==> src/rtl/cpu_pkg.sv <==
// Shared CPU definitions: opcode constants, NOP encoding, fetch FSM states, default reset PC.
// S_FAULT exists only when FETCH_MISALIGN_CHECK_EN is defined.
package cpu_pkg;

    localparam logic [31:0] DEFAULT_RESET_PC = 32'h0000_0000;
    localparam logic [31:0] NOP_INSTR        = 32'h0000_0013;

    localparam logic [6:0] OPC_R      = 7'b0110011;
    localparam logic [6:0] OPC_LOAD   = 7'b0000011;
    localparam logic [6:0] OPC_STORE  = 7'b0100011;
    localparam logic [6:0] OPC_BRANCH = 7'b1100011;

    typedef enum logic [1:0] {
        S_IDLE  = 2'd0,
        S_FETCH = 2'd1,
        S_HOLD  = 2'd2
`ifdef FETCH_MISALIGN_CHECK_EN
        ,
        S_FAULT = 2'd3
`endif
    } fetch_state_e;

    function automatic logic is_misaligned(input logic [31:0] addr);
        return addr[1:0] != 2'b00;
    endfunction

endpackage

==> src/rtl/instr_fetch_pc_next.sv <==
// Next-PC selection for a retiring instruction: sequential pc+4 (wrapping) or branch target.
// Without FETCH_MISALIGN_CHECK_EN the target is word-aligned on load.
module pc_next (
    input  logic [31:0] pc,
    input  logic        branch_taken,
    input  logic [31:0] branch_target,
    output logic [31:0] next_pc
);

    always_comb begin
`ifdef FETCH_MISALIGN_CHECK_EN
        // Target passes unmodified so a faulting PC shows the offending address.
        next_pc = branch_taken ? branch_target : pc + 32'd4;
`else
        next_pc = branch_taken ? {branch_target[31:2], 2'b00} : pc + 32'd4;
`endif
    end

endmodule

==> src/rtl/instr_fetch.sv <==
// Single-outstanding instruction fetch unit: fetches at pc, holds the word until retired.
// Optional feature macro: FETCH_MISALIGN_CHECK_EN (sticky misaligned-branch fault).
module instr_fetch
    import cpu_pkg::*;
#(
    parameter logic [31:0] RESET_PC = DEFAULT_RESET_PC
) (
    input  logic        clk,
    input  logic        reset,
    output logic        imem_req,
    output logic [31:0] imem_addr,
    input  logic        imem_valid,
    input  logic [31:0] imem_rdata,
    output logic        instr_valid,
    output logic [31:0] instr,
    output logic [6:0]  opcode,
    output logic [31:0] pc,
    input  logic        instr_ready,
    input  logic        branch_taken,
    input  logic [31:0] branch_target
`ifdef FETCH_MISALIGN_CHECK_EN
    ,
    output logic        misalign_fault
`endif
);

    fetch_state_e state;
    fetch_state_e state_next;
    logic [31:0]  next_pc;
    logic         retire;
    logic         capture;
    logic         fault_now;

    pc_next u_pc_next (
        .pc            (pc),
        .branch_taken  (branch_taken),
        .branch_target (branch_target),
        .next_pc       (next_pc)
    );

    assign retire    = (state == S_HOLD) && instr_ready;
    assign capture   = (state == S_FETCH) && imem_valid;
`ifdef FETCH_MISALIGN_CHECK_EN
    assign fault_now = retire && branch_taken && is_misaligned(branch_target);
`else
    assign fault_now = 1'b0;
`endif

    assign imem_addr = pc;
    assign opcode    = instr[6:0];

    // NOTE: sequential state uses non-blocking assignments so every register sees pre-edge values.
    always_ff @(posedge clk) begin
        if (reset) state <= S_IDLE;
        else       state <= state_next;
    end

    // NOTE: defaults first so no path through the case infers a latch.
    always_comb begin
        state_next = state;
        imem_req   = 1'b0;
        case (state)
            S_IDLE:  state_next = S_FETCH;
            S_FETCH: begin
                imem_req = 1'b1;
                if (imem_valid) state_next = S_HOLD;
            end
            S_HOLD: begin
                if (instr_ready) begin
`ifdef FETCH_MISALIGN_CHECK_EN
                    state_next = fault_now ? S_FAULT : S_FETCH;
`else
                    state_next = S_FETCH;
`endif
                end
            end
`ifdef FETCH_MISALIGN_CHECK_EN
            S_FAULT: state_next = S_FAULT;
`endif
            default: state_next = S_IDLE;
        endcase
    end

    // Reset sits first so it overrides a same-cycle capture or retire.
    always_ff @(posedge clk) begin
        if (reset) begin
            pc          <= RESET_PC;
            instr       <= NOP_INSTR;
            instr_valid <= 1'b0;
        end else begin
            if (capture) begin
                instr       <= imem_rdata;
                instr_valid <= 1'b1;
            end
            if (retire) begin
                pc          <= next_pc;
                instr_valid <= 1'b0;
            end
        end
    end

`ifdef FETCH_MISALIGN_CHECK_EN
    always_ff @(posedge clk) begin
        if (reset)          misalign_fault <= 1'b0;
        else if (fault_now) misalign_fault <= 1'b1;
    end
`endif

endmodule

==> config.mk <==
export PLATFORM = sky130hd
export DESIGN_NAME = instr_fetch
export DESIGN_NICKNAME = d
export VERILOG_FILES = /design/src/rtl/cpu_pkg.sv /design/src/rtl/instr_fetch_pc_next.sv /design/src/rtl/instr_fetch.sv
export SDC_FILE = /design/constraint.sdc
export NUM_CORES = 1
export LEC_CHECK = 0
export ABC_CLOCK_PERIOD_IN_PS = 2600
export CAP_MARGIN = 20
export CELL_PAD_IN_SITES_DETAIL_PLACEMENT = 0
export CELL_PAD_IN_SITES_GLOBAL_PLACEMENT = 1
export CORE_UTILIZATION = 32
export DETAILED_ROUTE_END_ITERATION = 8
export PLACE_DENSITY_LB_ADDON = 0.3
export SLEW_MARGIN = 20
export SYNTH_ARGS = -nofsm -noshare
export SYNTH_HDL_FRONTEND = slang
export SYNTH_HIERARCHICAL = 1
export SYNTH_SLANG_ARGS = --single-unit
==> constraint.sdc <==
create_clock -name clk -period 2.6 [get_ports clk]
set_clock_uncertainty 0.1 [all_clocks]
set_input_delay 0.65 -clock clk [delete_from_list [all_inputs] [get_ports clk]]
set_output_delay 0.65 -clock clk [all_outputs]
set_load 0.005 [all_outputs]
==> metrics.cfg <==
[floorplan]
io_pins=174
core-area_um2=13200
die_w_um=118
fp.dieH_um=118
design.die.area_um2=14000
start_util_pct=32.8
core.rowCount=42

[layout]
final_cell_mix=170 x clkdlybuf4s50_1, 124 x nand2b_1, 67 x dfxtp_1
nets=713
fin_util_pct=47.9
n_fill_cell=1311
multiInputGateArea_um2=2470
diodes=0
syn2layout_area_growth_pct=46.4
layout_commonest_cell=clkdlybuf4s50_1
seq_area_um2=1340
drive_above_1_share_pct=7.57

[detailed_routing]
drc=0
drt_pass1_iterations=4
vias_per_cell=4.74
detail-route-antenna-nets=0
routed_wl_um=11400
via_count=3903
drt_iter0_markers=186
wire_per_inst_um=13.8

[timing]
fin_crit_ns=2.41
clock.fmax_mhz=416
hold_viol=0
slew_headroom_pct=70.0
fin_tns_setup_ns=0
setup_viol=0
tightest_slew_ns=0.445
grt_setup_unrepaired=false
hold_ws_ns=0.372
slew_violations=0
post-route-period-util_pct=92.6

[synthesis]
yosysWarnings=6
ys_async_sr_fraction_pct=0
ys_types=49
avgSynthCellArea_um2=8.56
ys.flop_type=dfxtp_1
synth-edff-count=0
syn-cell-area_um2=4340
syn_nets=577
ys_seq_area_share_pct=30.9
syn_inst=507
synth_seq_cells=67

[worst_setup_path]
startpoint_type=flip-flop
cp_common_cell=or4_1
cp_cell_sequence=ha_1 -> nand3_1 -> or4_1 -> or4_1 -> a31oi_1 -> nand2b_1 -> mux2i_1
required_ns=2.76
crit_type=flip-flop to flip-flop
endpoint_kind=flip-flop
max_stage_delay_ns=0.64
crit_slowest_cell=or4_1
cp.arrival_ns=2.57
cp_max_fo=6

[global_routing]
grt_pass1_wl_um=18700
grt.overflow.total=0
antenna_found_initial=0
track_usage_pct=16.6
grt_pass1_vias=3853
grt_start_max_net_pins=132

[clocking]
clock_path_buffers=2
ctsHoldBuffers=0
htreeDepth=3
clkTransAtPathRegs_ns=0.06
cts-root-buf=clkbuf_16
numCtsBuffers=9
postCtsSetupBuffers=0
cts_resized=0
cts_tree=done
insertion_delay_ns=0.34
cts.sinks=67

[power]
leakage_nw=2.16
ir_drop_mv=0.368
power_density_nw_per_um2=461

[place]
hpwlAfterDp_um=7750
gp_congestion=0.779
portBuffers=171

[job]
cap_violations=0

[outcome]
status=complete, no violations

[min_path]
min_path_type=flip-flop to flip-flop

-- power breakdown --
| group | total, W | internal (W) | switching [W] |
|---|---|---|---|
| sequential | 0.00109 | 0.00106 | 0.0000269 |
| combinational | 0.000414 | 0.000267 | 0.000147 |
| clock | 0.00143 | 0.000960 | 0.000466 |
| total | 0.00293 | 0.00229 | 0.000640 |
-- cell usage after synthesis, drive strengths merged, types with 3 or more instances --
master	number	area share, %
o31ai	3	0.52
o21ai	21	2.4
and4	3	0.61
mux2i	64	15
nor2	21	1.8
inv	6	0.52
nor3	6	0.69
dfxtp	67	31
nor2b	4	0.58
xnor2	12	2.4
a31oi	9	1.3
buf	50	9.8
or4	6	1.0
nor4	5	0.72
and3	3	0.43
nand4	7	1.5
nand2b	124	18
nand3	15	1.7
nand2	27	2.3
clkbuf	22	1.9
or3	6	0.87
-- kinds of logic after synthesis --
group / Yosys count / synth area share [%]
compound gates: 45 / 6.52
simple gates: 237 / 32.2
xor+xnor: 14 / 2.83
flops: 67 / 30.9
mux: 65 / 15.0
buf+inv: 78 / 12.3
fa+ha+maj: 1 / 0.288
-- worst max-delay path, delay by kind of cell (launching register included) --
kind / cells / cell delay (ns)
and+or+nand+nor: 4 / 1.39
DFF: 1 / 0.33
adders and majority gates: 1 / 0.21
AOI/OAI and AO/OA: 1 / 0.18
muxes: 1 / 0.12
-- cell type report --
class	instances	share of cell area (%)
multi-input cells	362	38.9
clock inverters	4	1.56
repair buffers	197	30.7
inverters	6	0.355
flip-flops and latches	67	21.1
well taps	176	3.47
clock buffers	11	3.82
-- worst paths after layout --
path | startpoint | to | slack (ns) | cells past startpoint
worst max-delay path | imem_addr[2] | imem_addr[30] | 0.19 | 7
worst min-delay path | instr[21] | instr[21] | 0.37 | 2
worst max register to register | imem_addr[2] | imem_addr[30] | 0.19 | 7
worst min register to register | instr[21] | instr[21] | 0.37 | 2
-- stage by stage --
| stage | power, W | cell area [um2] | std cells | setup slack (ns) |
|---|---|---|---|---|
| floorplan | 0.00132 | 4340 | 507 | 0.329 |
| global placement | 0.00152 | 6000 | 808 | 0.146 |
| detailed placement | 0.00153 | 6000 | 808 | 0.133 |
| CTS | 0.00299 | 6340 | 823 | 0.122 |
| global route | 0.00306 | 6350 | 823 | 0.0390 |
| finish | 0.00293 | 6350 | 823 | 0.194 |
-- state kept, by name, indices dropped and copies added, names as in the netlist --
signal,flops
imem_addr,32
instr_valid,1
state,2
instr,32
-- routing by layer --
metal	vias up	routed length (um)	GRT usage (%)	share of wire, %
met5	-	0	0	0
met4	0	173	7.04	1.5
met3	11	881	6.52	7.7
met2	118	5470	28.1	48
met1	1818	4850	18.4	43
li1	1956	-	-	-
Power figures use the tool's default switching activity.
